### config.mk
export PLATFORM = sky130hd
export DESIGN_NAME = jk_excitation_counter
export DESIGN_NICKNAME = d
export VERILOG_FILES = /design/src/rtl/jk_excitation_counter.sv
export SDC_FILE = /design/constraint.sdc
export NUM_CORES = 1
export LEC_CHECK = 0
export CORE_MARGIN = 1
export CORE_UTILIZATION = 37
export DETAILED_ROUTE_END_ITERATION = 12
export PLACE_DENSITY = 0.84
export SLEW_MARGIN = 20
export SYNTH_ARGS = -nofsm -noshare
export SYNTH_HDL_FRONTEND = slang
export SYNTH_SLANG_ARGS = --single-unit
### constraint.sdc
create_clock -name clk -period 2.24 [get_ports clk]
set_input_delay 0.448 -clock clk [delete_from_list [all_inputs] [get_ports clk]]
set_output_delay 0.448 -clock clk [all_outputs]
set_load 0.01 [all_outputs]
### src/rtl/jk_excitation_counter.sv
// JK-modelled up/down/complement counter with a one-shot load handshake.
// Each bit behaves as a JK flip-flop: a target state is chosen, the JK
// excitation needed to reach it is derived per bit, and the registered
// state advances only through the JK characteristic equation.
//
// state | meaning
// IDLE  | load_ready high; target comes from mode, or from load_data on accept
// LOAD  | load_ready low for one cycle; target is the current state (hold)
module jk_excitation_counter #(
   parameter int WIDTH = 4
) (
   input  logic             clk,
   input  logic             rst,
   input  logic [1:0]       mode,
   input  logic             load_valid,
   input  logic [WIDTH-1:0] load_data,
   output logic             load_ready,
   output logic [WIDTH-1:0] j,
   output logic [WIDTH-1:0] k,
   output logic [WIDTH-1:0] out,
   output logic [WIDTH-1:0] inv,
   output logic             wrap
);

   typedef enum logic {
      IDLE = 1'b0,
      LOAD = 1'b1
   } state_t;

   localparam logic [WIDTH-1:0] ALL_ONES = '1;
   localparam logic [WIDTH-1:0] ZERO     = '0;

   state_t           state;
   logic             ready_q;
   logic             accept;
   logic             wrap_next;
   logic [WIDTH-1:0] nxt;
   logic [WIDTH-1:0] out_next;

   // Handshake: readiness is a registered FSM output, forced low during reset.
   assign load_ready = ready_q & ~rst;
   assign accept     = load_valid & load_ready;
   assign inv        = ~out;

   // Target selection; wrap is flagged only for counting past a boundary.
   always_comb begin
      nxt       = out;
      wrap_next = 1'b0;
      if (state == IDLE) begin
         if (accept) begin
            nxt = load_data;
         end else begin
            case (mode)
               2'b01: begin
                  nxt       = out + 1'b1;
                  wrap_next = (out == ALL_ONES);
               end
               2'b10: begin
                  nxt       = out - 1'b1;
                  wrap_next = (out == ZERO);
               end
               2'b11:   nxt = ~out;
               default: nxt = out;
            endcase
         end
      end
   end

   // Excitation table; don't-care entries resolve to 0 and reset silences both.
   always_comb begin
      if (rst) begin
         j = '0;
         k = '0;
      end else begin
         j = nxt & ~out;
         k = ~nxt & out;
      end
   end

   // Characteristic equation Q+ = J.Q' + K'.Q applied bitwise.
   assign out_next = (j & ~out) | (~k & out);

   // State bits advance only through the JK characteristic result.
   always_ff @(posedge clk) begin
      if (rst) begin
         out <= '0;
      end else begin
         out <= out_next;
      end
   end

   // Load FSM with registered ready and wrap outputs.
   always_ff @(posedge clk) begin
      if (rst) begin
         state   <= IDLE;
         ready_q <= 1'b1;
         wrap    <= 1'b0;
      end else begin
         wrap <= wrap_next;
         case (state)
            IDLE: begin
               if (accept) begin
                  state   <= LOAD;
                  ready_q <= 1'b0;
               end
            end
            LOAD: begin
               state   <= IDLE;
               ready_q <= 1'b1;
            end
            default: begin
               state   <= IDLE;
               ready_q <= 1'b1;
            end
         endcase
      end
   end

endmodule

# After elaboration in Yosys (flattened, before gate mapping)
# Index checks and enable logic that the tools add are counted.
# totals
register_bits	7
in_bits	9
# op_classes
add_sub_neg	2
n_eq_ne	5
mux	10
bitwise_logic	12
n_reduce_logical	2
# op_table
operator	count
4-bit bitwise AND	4
4-bit two-way mux	4
4-bit NOT	3
4-bit one-hot mux with 3 select lines	1
1-bit one-hot mux with 2 select lines	3
4-bit by 1-bit adder with 4-bit output, second input constant	1
2-bit equality test, second input constant	2
4-bit equality test, second input constant	1
4-bit zero test	1
4-bit OR	1
4-bit by 1-bit subtractor with 4-bit output, second input constant	1
3-bit OR reduction	1
1-bit bitwise AND	2
2-bit by 1-bit equality test with 1-bit output, second input constant	1
1-bit two-way mux	2
2-bit != test, second input constant	1
1-bit NOT	2

# Longest topological paths before layout
# Gate-level depths: netlist of the first run.
# logic_depth
ltp_word	11
ltp_mapped	10
ltp_nobuf	9

# Worst setup path before layout of the first run
# OpenSTA, ideal clock, no wires.
# synth_path
path_kind	input port to output port
start	in mode[0]
end	out j[2]
t_arrival_ns	1.932
path_slack_ns	-0.140
stages	10
n_path_buf	1
path_cell_list	inv_1 > ha_1 > clkbuf_2 > xor2_1 > ha_1 > a21oi_1 > xnor2_1 > and3_1 > o22ai_1 > nor3_1
# synth_between
elab_chain_len	6
word_cells_on_any_way	8
cone_classes	3 x eq/ne; 4 x mux; 1 x bitwise
# synth_lines
element	line_no	source
from (decl)	14	input logic [1:0] mode,
2-bit equality test or 2-bit by 1-bit equality test with 1-bit output (tied branches)	53	case (mode)
4-bit one-hot mux with 3 select lines (*)	53	
4-bit two-way mux (*)	50	if (accept) begin
4-bit two-way mux (*)	49	if (state == IDLE) begin
4-bit bitwise AND (*)	75	j = nxt & ~out;
4-bit two-way mux (*)	71	if (rst) begin
to (decl)	18	output logic [WIDTH-1:0] j,
# Every way passes the cells marked *; elsewhere a longest branch is shown, timed or not.

==> flow_summary_export.csv, run 1 <==
group,metric,value,unit
layout,diodes,0,
cts,cts_tree,"done",
drt,drc,0,
timing,post-route-min-period,2.479,ns
critical_path,critPathMaxStageDelay,0.37,ns
critical_path,cp_top_family,"simple AND/OR/NAND/NOR gates",
timing,slew-limit-headroom,81.53,%
layout,final_cell_mix,"buf_4 (36), clkdlybuf4s50_1 (14), buf_6 (8), inv_1 (6), nor2_1 (6)",
timing,finalSetupViolations,7,
outcome,violations,"setup timing",
floorplan,core_area,1594,um2
floorplan,die_x,44.30,um
power,p_clk_share,18.6,%
power,ir_worst_vdd,0.0003414,V
yosys,ys.flop_type,"dfxtp_1",
timing,worstMarginPinSlew,0.2752,ns
placement,place_inst,154,
yosys,synth_cells,83,
global_routing,antenna_found_initial,0,
critical_path,crit_required,1.79,ns
cts,cts_buffers,3,
critical_path,crit_type,"flip-flop to output pin",
placement,dpl.hpwl,1675,um
global_routing,grt_pass1_vias,896,
layout,fin_nets,164,
yosys,yosysSeqAreaShare,21.17,%
timing,fmax,403.4,MHz
timing,final_max_slew_viol_count,0,
power,swShare,38.00,%
yosys,synth_edf_count,0,
floorplan,pin_count,27,
flow_run,cap_violations,0,
cts,clock-sinks,7,
critical_path,cp_max_fo,5,
floorplan,die_area,1962,um2
cts,path_clk_slew,0.06,ns
yosys,ys_ff_latch,7,
drt,wirelength,3125,um
power,p_int,0.4350,mW
layout,final_util,87.44,%
timing,fin_crit_sh,110.7,%
timing,worst_clock_skew,0.008808,ns
yosys,synth_area_per_cell,7.975,um2
drt,routedWlPerCell,18.17,um
layout,final_common_cell,"buf_4",
layout,areaGrowthSynthToFinish,110.6,%
timing,hold_violations,0,
layout,final_cells,172,
global_routing,grt_usage,29.77,%
yosys,ys.warnings.count,0,
power,leakagePower,0.6236,nW
cts,cts-root-buf,"clkbuf_4",
timing,setup_slack,-0.2388,ns
timing,fin_hold_ws,0.4103,ns
power,switchingPower,0.2666,mW
timing,rsz0062_at_grt,"yes",
yosys,synth_cell_types,34,
drt,drtIter0Drc,40,
drt,drtAntennaViolNets,0,
yosys,synth_fp_nets,98,
floorplan,die-height,44.30,um
drt,vias,944,
cts,clock_latency,0.27,ns
critical_path,cp_slowest_cell,"dfxtp_4",
global_routing,gr-total-overflow,0,
drt,vias_per_cell,5.488,
placement,finalWeightedCongestion,0.9001,
cts,htree_levels,1,
critical_path,cp-end-kind,"output pin",
power,powerDensity,503.3,nW/um2
power,power,0.7015,mW
cts,clockBufferDepth,2,
critical_path,cp_cell_sequence,"buf_6 > xor2_2 > ha_4 > a21oi_4 > xnor2_1 > and3_1 > o22ai_2 > nor3_2 > buf_2",
power,p_seq_share,22.7,%
yosys,netlist_area,661.9,um2
outcome,status,"complete, but fails checks",
critical_path,worstPathArrival,2.03,ns
hold_path,hp-class,"input port to flip-flop",
cts,holdBufCountCts,0,
drt,first_pass_iters,4,
placement,port_buffers,26,
critical_path,crit_path_start_kind,"flip-flop",
global_routing,grt_max_degree,8,
critical_path,cp.buffers_inverters,2,
floorplan,initial_utilization,41.52,%
power,power_frac_comb,58.8,%
floorplan,rows,14,
layout,drive_above_1_share,55.41,%
yosys,async_flop_share,0,%
global_routing,grt_pass1_wl,4153,um
[metal layers]
metal | global-route usage (%) | up-vias | share of wire, %
li1 | - | 426 | -
met1 | 30.94 | 448 | 37
met2 | 54.41 | 55 | 54
met3 | 5.714 | 15 | 4.7
met4 | 18.18 | 0 | 4.5
met5 | 0 | - | 0
[final cells by class]
cell class / count / area (um2)
inverters: 9 / 48.80
multi-input cells: 62 / 570.5
clock buffers: 4 / 26.28
fillers: 87 / 200.2
well taps: 24 / 30.03
repair buffers: 66 / 566.8
flip-flops and latches: 7 / 151.4
[cell usage after synthesis, types with 2 or more instances]
cell	number	area, um2
xor2_1	3	26.28
and3_2	3	22.52
inv_1	7	26.28
a21oi_1	3	15.01
nor3_1	4	20.02
buf_6	3	33.78
a211oi_1	2	15.01
nor2_1	6	22.52
nand3b_1	2	15.01
ha_1	6	75.07
o211ai_1	2	15.01
and3_1	3	18.77
o21ai_0	7	35.03
nand2_1	3	11.26
dfxtp_1	7	140.1
nand3_1	4	20.02
[power groups by stage]
stage,clock (mW),combinational [mW],sequential (mW)
3_5_place_dp,0,0.312,0.156
4_1_cts,0.125,0.348,0.155
2_1_floorplan,0,0.157,0.155
6_report,0.130,0.412,0.159
5_1_grt,0.133,0.433,0.160
3_3_place_gp,0,0.302,0.156
[logic make-up after synthesis]
family                     synth area share, %
AOI/OAI and AO/OA                        24.76
xor gates and xnor gates                 5.294
adders and majority gates                11.34
buffers and inverters                    12.48
DFF                                      21.17
and+or+nand+nor                          24.95
[repair_timing]
action	in CTS	in global routing
setup endpoints to repair	9	7
pin swaps	15	12
setup buffers	9	5
gates resized for setup	66	12
[through the flow]
| step | setup TNS, ns | instance area [um2] | worst slack (ns) |
|---|---|---|---|
| after floorplan | -0.01583 | 733.2 | -0.01583 |
| after global placement | -9.212 | 1164 | -1.143 |
| after detailed placement | -9.921 | 1164 | -1.195 |
| after CTS | -0.6881 | 1291 | -0.2029 |
| after global routing | -1.561 | 1394 | -0.2828 |
| final | -1.157 | 1394 | -0.2388 |
[path summary, 6_finish.rpt]
kind	from	endpoint	slack, ns	cells past startpoint
max	flip-flop	j[2]	-0.24	9
min	load_valid	ready_q$_SDFFE_PP1P_	0.41	2
max reg2reg	flip-flop	flip-flop	0.32	9
min reg2reg	ready_q$_SDFFE_PP1P_	ready_q$_SDFFE_PP1P_	0.51	2
Note: power is estimated with default switching activity, not from simulation.
==> run 2, diff against run 1 <==
- CTS_CLUSTER_SIZE: unset -> 10
==> results of run 2 <==
The final DEF is identical to that of run 1; final timing and power are the same.
==> run 3, diff against run 2 <==
- SETUP_SLACK_MARGIN: unset -> 0.1
==> run 3 against run 2 <==
  * The flow still finishes with violations (setup timing)
  * First-iteration DRC count is 83% higher
  * Die area unchanged
  * Register-to-register slack worse by 0.16 ns
  * Combinational power increased by 12%
  * Clock power up 7%
  * Power rose by 7.5%
  * Non-clock buffer count up 5
  * Setup slack worse by 0.17 ns
  * Flip-flop and latch count unchanged
  * Sequential share of layout area is 1.2 points lower
  * Largest power group unchanged
==> flow_summary_export.csv, run 3 (synthesis gave the netlist of run 1 again) <==
group,metric,value,unit
layout,drive_above_1_share,59.48,%
global_routing,grt_pass1_wl,5168,um
global_routing,grt_usage,37.09,%
cts,path_clk_slew,0.07,ns
floorplan,die_x,44.30,um
drt,first_pass_iters,5,
layout,multiInputGateArea,608.1,um2
timing,final_max_slew_viol_count,0,
placement,dpl.hpwl,1830,um
global_routing,use_met2,66.47,%
drt,drc,0,
layout,fillers,54,
drt,wirelength,3711,um
timing,fin_crit_sh,118.2,%
flow_run,cap_violations,0,
floorplan,core_area,1594,um2
timing,rsz0062_at_grt,"yes",
outcome,violations,"setup timing",
critical_path,cp-end-kind,"output pin",
global_routing,grt-busiest-layer,"met2",
drt,drtIter0Drc,73,
timing,worst_clock_skew,0.006496,ns
cts,cts_buffers,3,
critical_path,crit_type,"input port to output pin",
hold_path,holdPathEnd,"state$_SDFF_PP0_",
timing,slew-limit-headroom,70.06,%
timing,setup_slack,-0.4074,ns
floorplan,initial_utilization,41.52,%
cts,clock-sinks,7,
critical_path,rrSetupSlack,0.16,ns
layout,final_cell_mix,"buf_4 (38), clkdlybuf4s50_1 (14), buf_6 (10), nor2_1 (6)",
power,ir_worst_vdd,0.0003382,V
global_routing,grt_pass1_vias,1071,
placement,place_inst,162,
layout,final_common_cell,"buf_4",
timing,post-route-min-period,2.647,ns
timing,finalSetupViolations,7,
placement,finalWeightedCongestion,0.9162,
power,powerDensity,511.8,nW/um2
outcome,status,"complete, but fails checks",
power,leakagePower,0.6522,nW
floorplan,pin_count,27,
cts,htree_levels,1,
critical_path,reg2regPathDepth,7,
global_routing,antenna_found_initial,0,
global_routing,grt_max_degree,8,
layout,diodes,0,
hold_path,hp-class,"flip-flop to flip-flop",
floorplan,die_area,1962,um2
critical_path,cp_max_fo,3,
timing,fin_hold_ws,0.5212,ns
drt,drtAntennaViolNets,0,
timing,worstMarginPinSlew,0.4445,ns
layout,final_cells,177,
global_routing,gr-total-overflow,0,
cts,clock_latency,0.28,ns
timing,hold_violations,0,
cts,clockBufferDepth,2,
hold_path,hp-start,"state$_SDFF_PP0_",
critical_path,crit_path_start_kind,"input port",
layout,areaGrowthSynthToFinish,122.7,%
drt,routedWlPerCell,20.97,um
timing,fmax,377.7,MHz
cts,cts_tree,"done",
floorplan,die-height,44.30,um
global_routing,grtUsageMet1,38.86,%
drt,vias,1076,
critical_path,worstPathArrival,2.20,ns
critical_path,crit_required,1.79,ns
drt,vias_per_cell,6.079,
global_routing,use_met3,8.980,%
cts,cts-root-buf,"clkbuf_4",
placement,port_buffers,26,
cts,holdBufCountCts,0,
hold_path,holdPathStages,1,
layout,ff_latch_area,142.6,um2
layout,fin_nets,169,
floorplan,rows,14,
run 3: how the worst max path moves through the flow:
stage / start / to / slack, ns / depth (start not counted)
2_1_floorplan: mode[0] / k[1] / -0.02 / 9
3_3_place_gp: mode[0] / j[3] / -1.06 / 10
3_5_place_dp: mode[0] / j[3] / -1.15 / 10
4_1_cts: mode[0] / j[3] / -0.51 / 11
5_1_grt: mode[0] / j[1] / -0.45 / 12
6_report: mode[0] / j[3] / -0.41 / 12
run 3: repair_timing:
item	in CTS	in global routing
pin swaps	18	11
buffers inserted	11	3
gates resized for setup	57	26
endpoints found under the hold margin	0	0
setup endpoints to repair	11	10
run 3: stage by stage:
step	worst slack (ns)	cell area (um2)	util (%)	setup TNS, ns	power (mW)
after floorplan	-0.01583	733.2	-	-0.01583	0.3120
after global placement	-1.058	1224	76.77	-8.508	0.4739
after detailed placement	-1.149	1224	76.77	-9.545	0.4889
after CTS	-0.5083	1348	84.54	-1.961	0.6490
after global routing	-0.4458	1474	92.46	-2.388	0.7763
final	-0.4074	1474	92.46	-1.770	0.7544
run 3: area by class of cell:
class / instances / area share, %
flip-flops and latches: 7 / 9.677
well taps: 24 / 2.037
repair buffers: 71 / 41.77
inverters: 9 / 3.480
multi-input cells: 62 / 41.26
clock buffers: 4 / 1.783
run 3: power by group:
part,switching (mW),internal [mW]
registers,0.0174,0.138
logic,0.216,0.245
clock network,0.0695,0.0692
run 3: critical path, cell delays in order:
cell and delay [ns]:
buf_12 0.11, inv_12 0.05, ha_4 0.15, buf_6 0.10
buf_6 0.09, nand3b_1 0.11, o41a_1 0.19, a211oi_2 0.32
o221ai_4 0.15, buf_6 0.14, a211oi_2 0.16, buf_2 0.16
run 3: per-layer routing:
| layer | part of all wire (%) | up-vias |
|---|---|---|
| li1 | - | 434 |
| met1 | 36 | 503 |
| met2 | 46 | 103 |
| met3 | 10 | 36 |
| met4 | 8.0 | 0 |
| met5 | 0 | - |
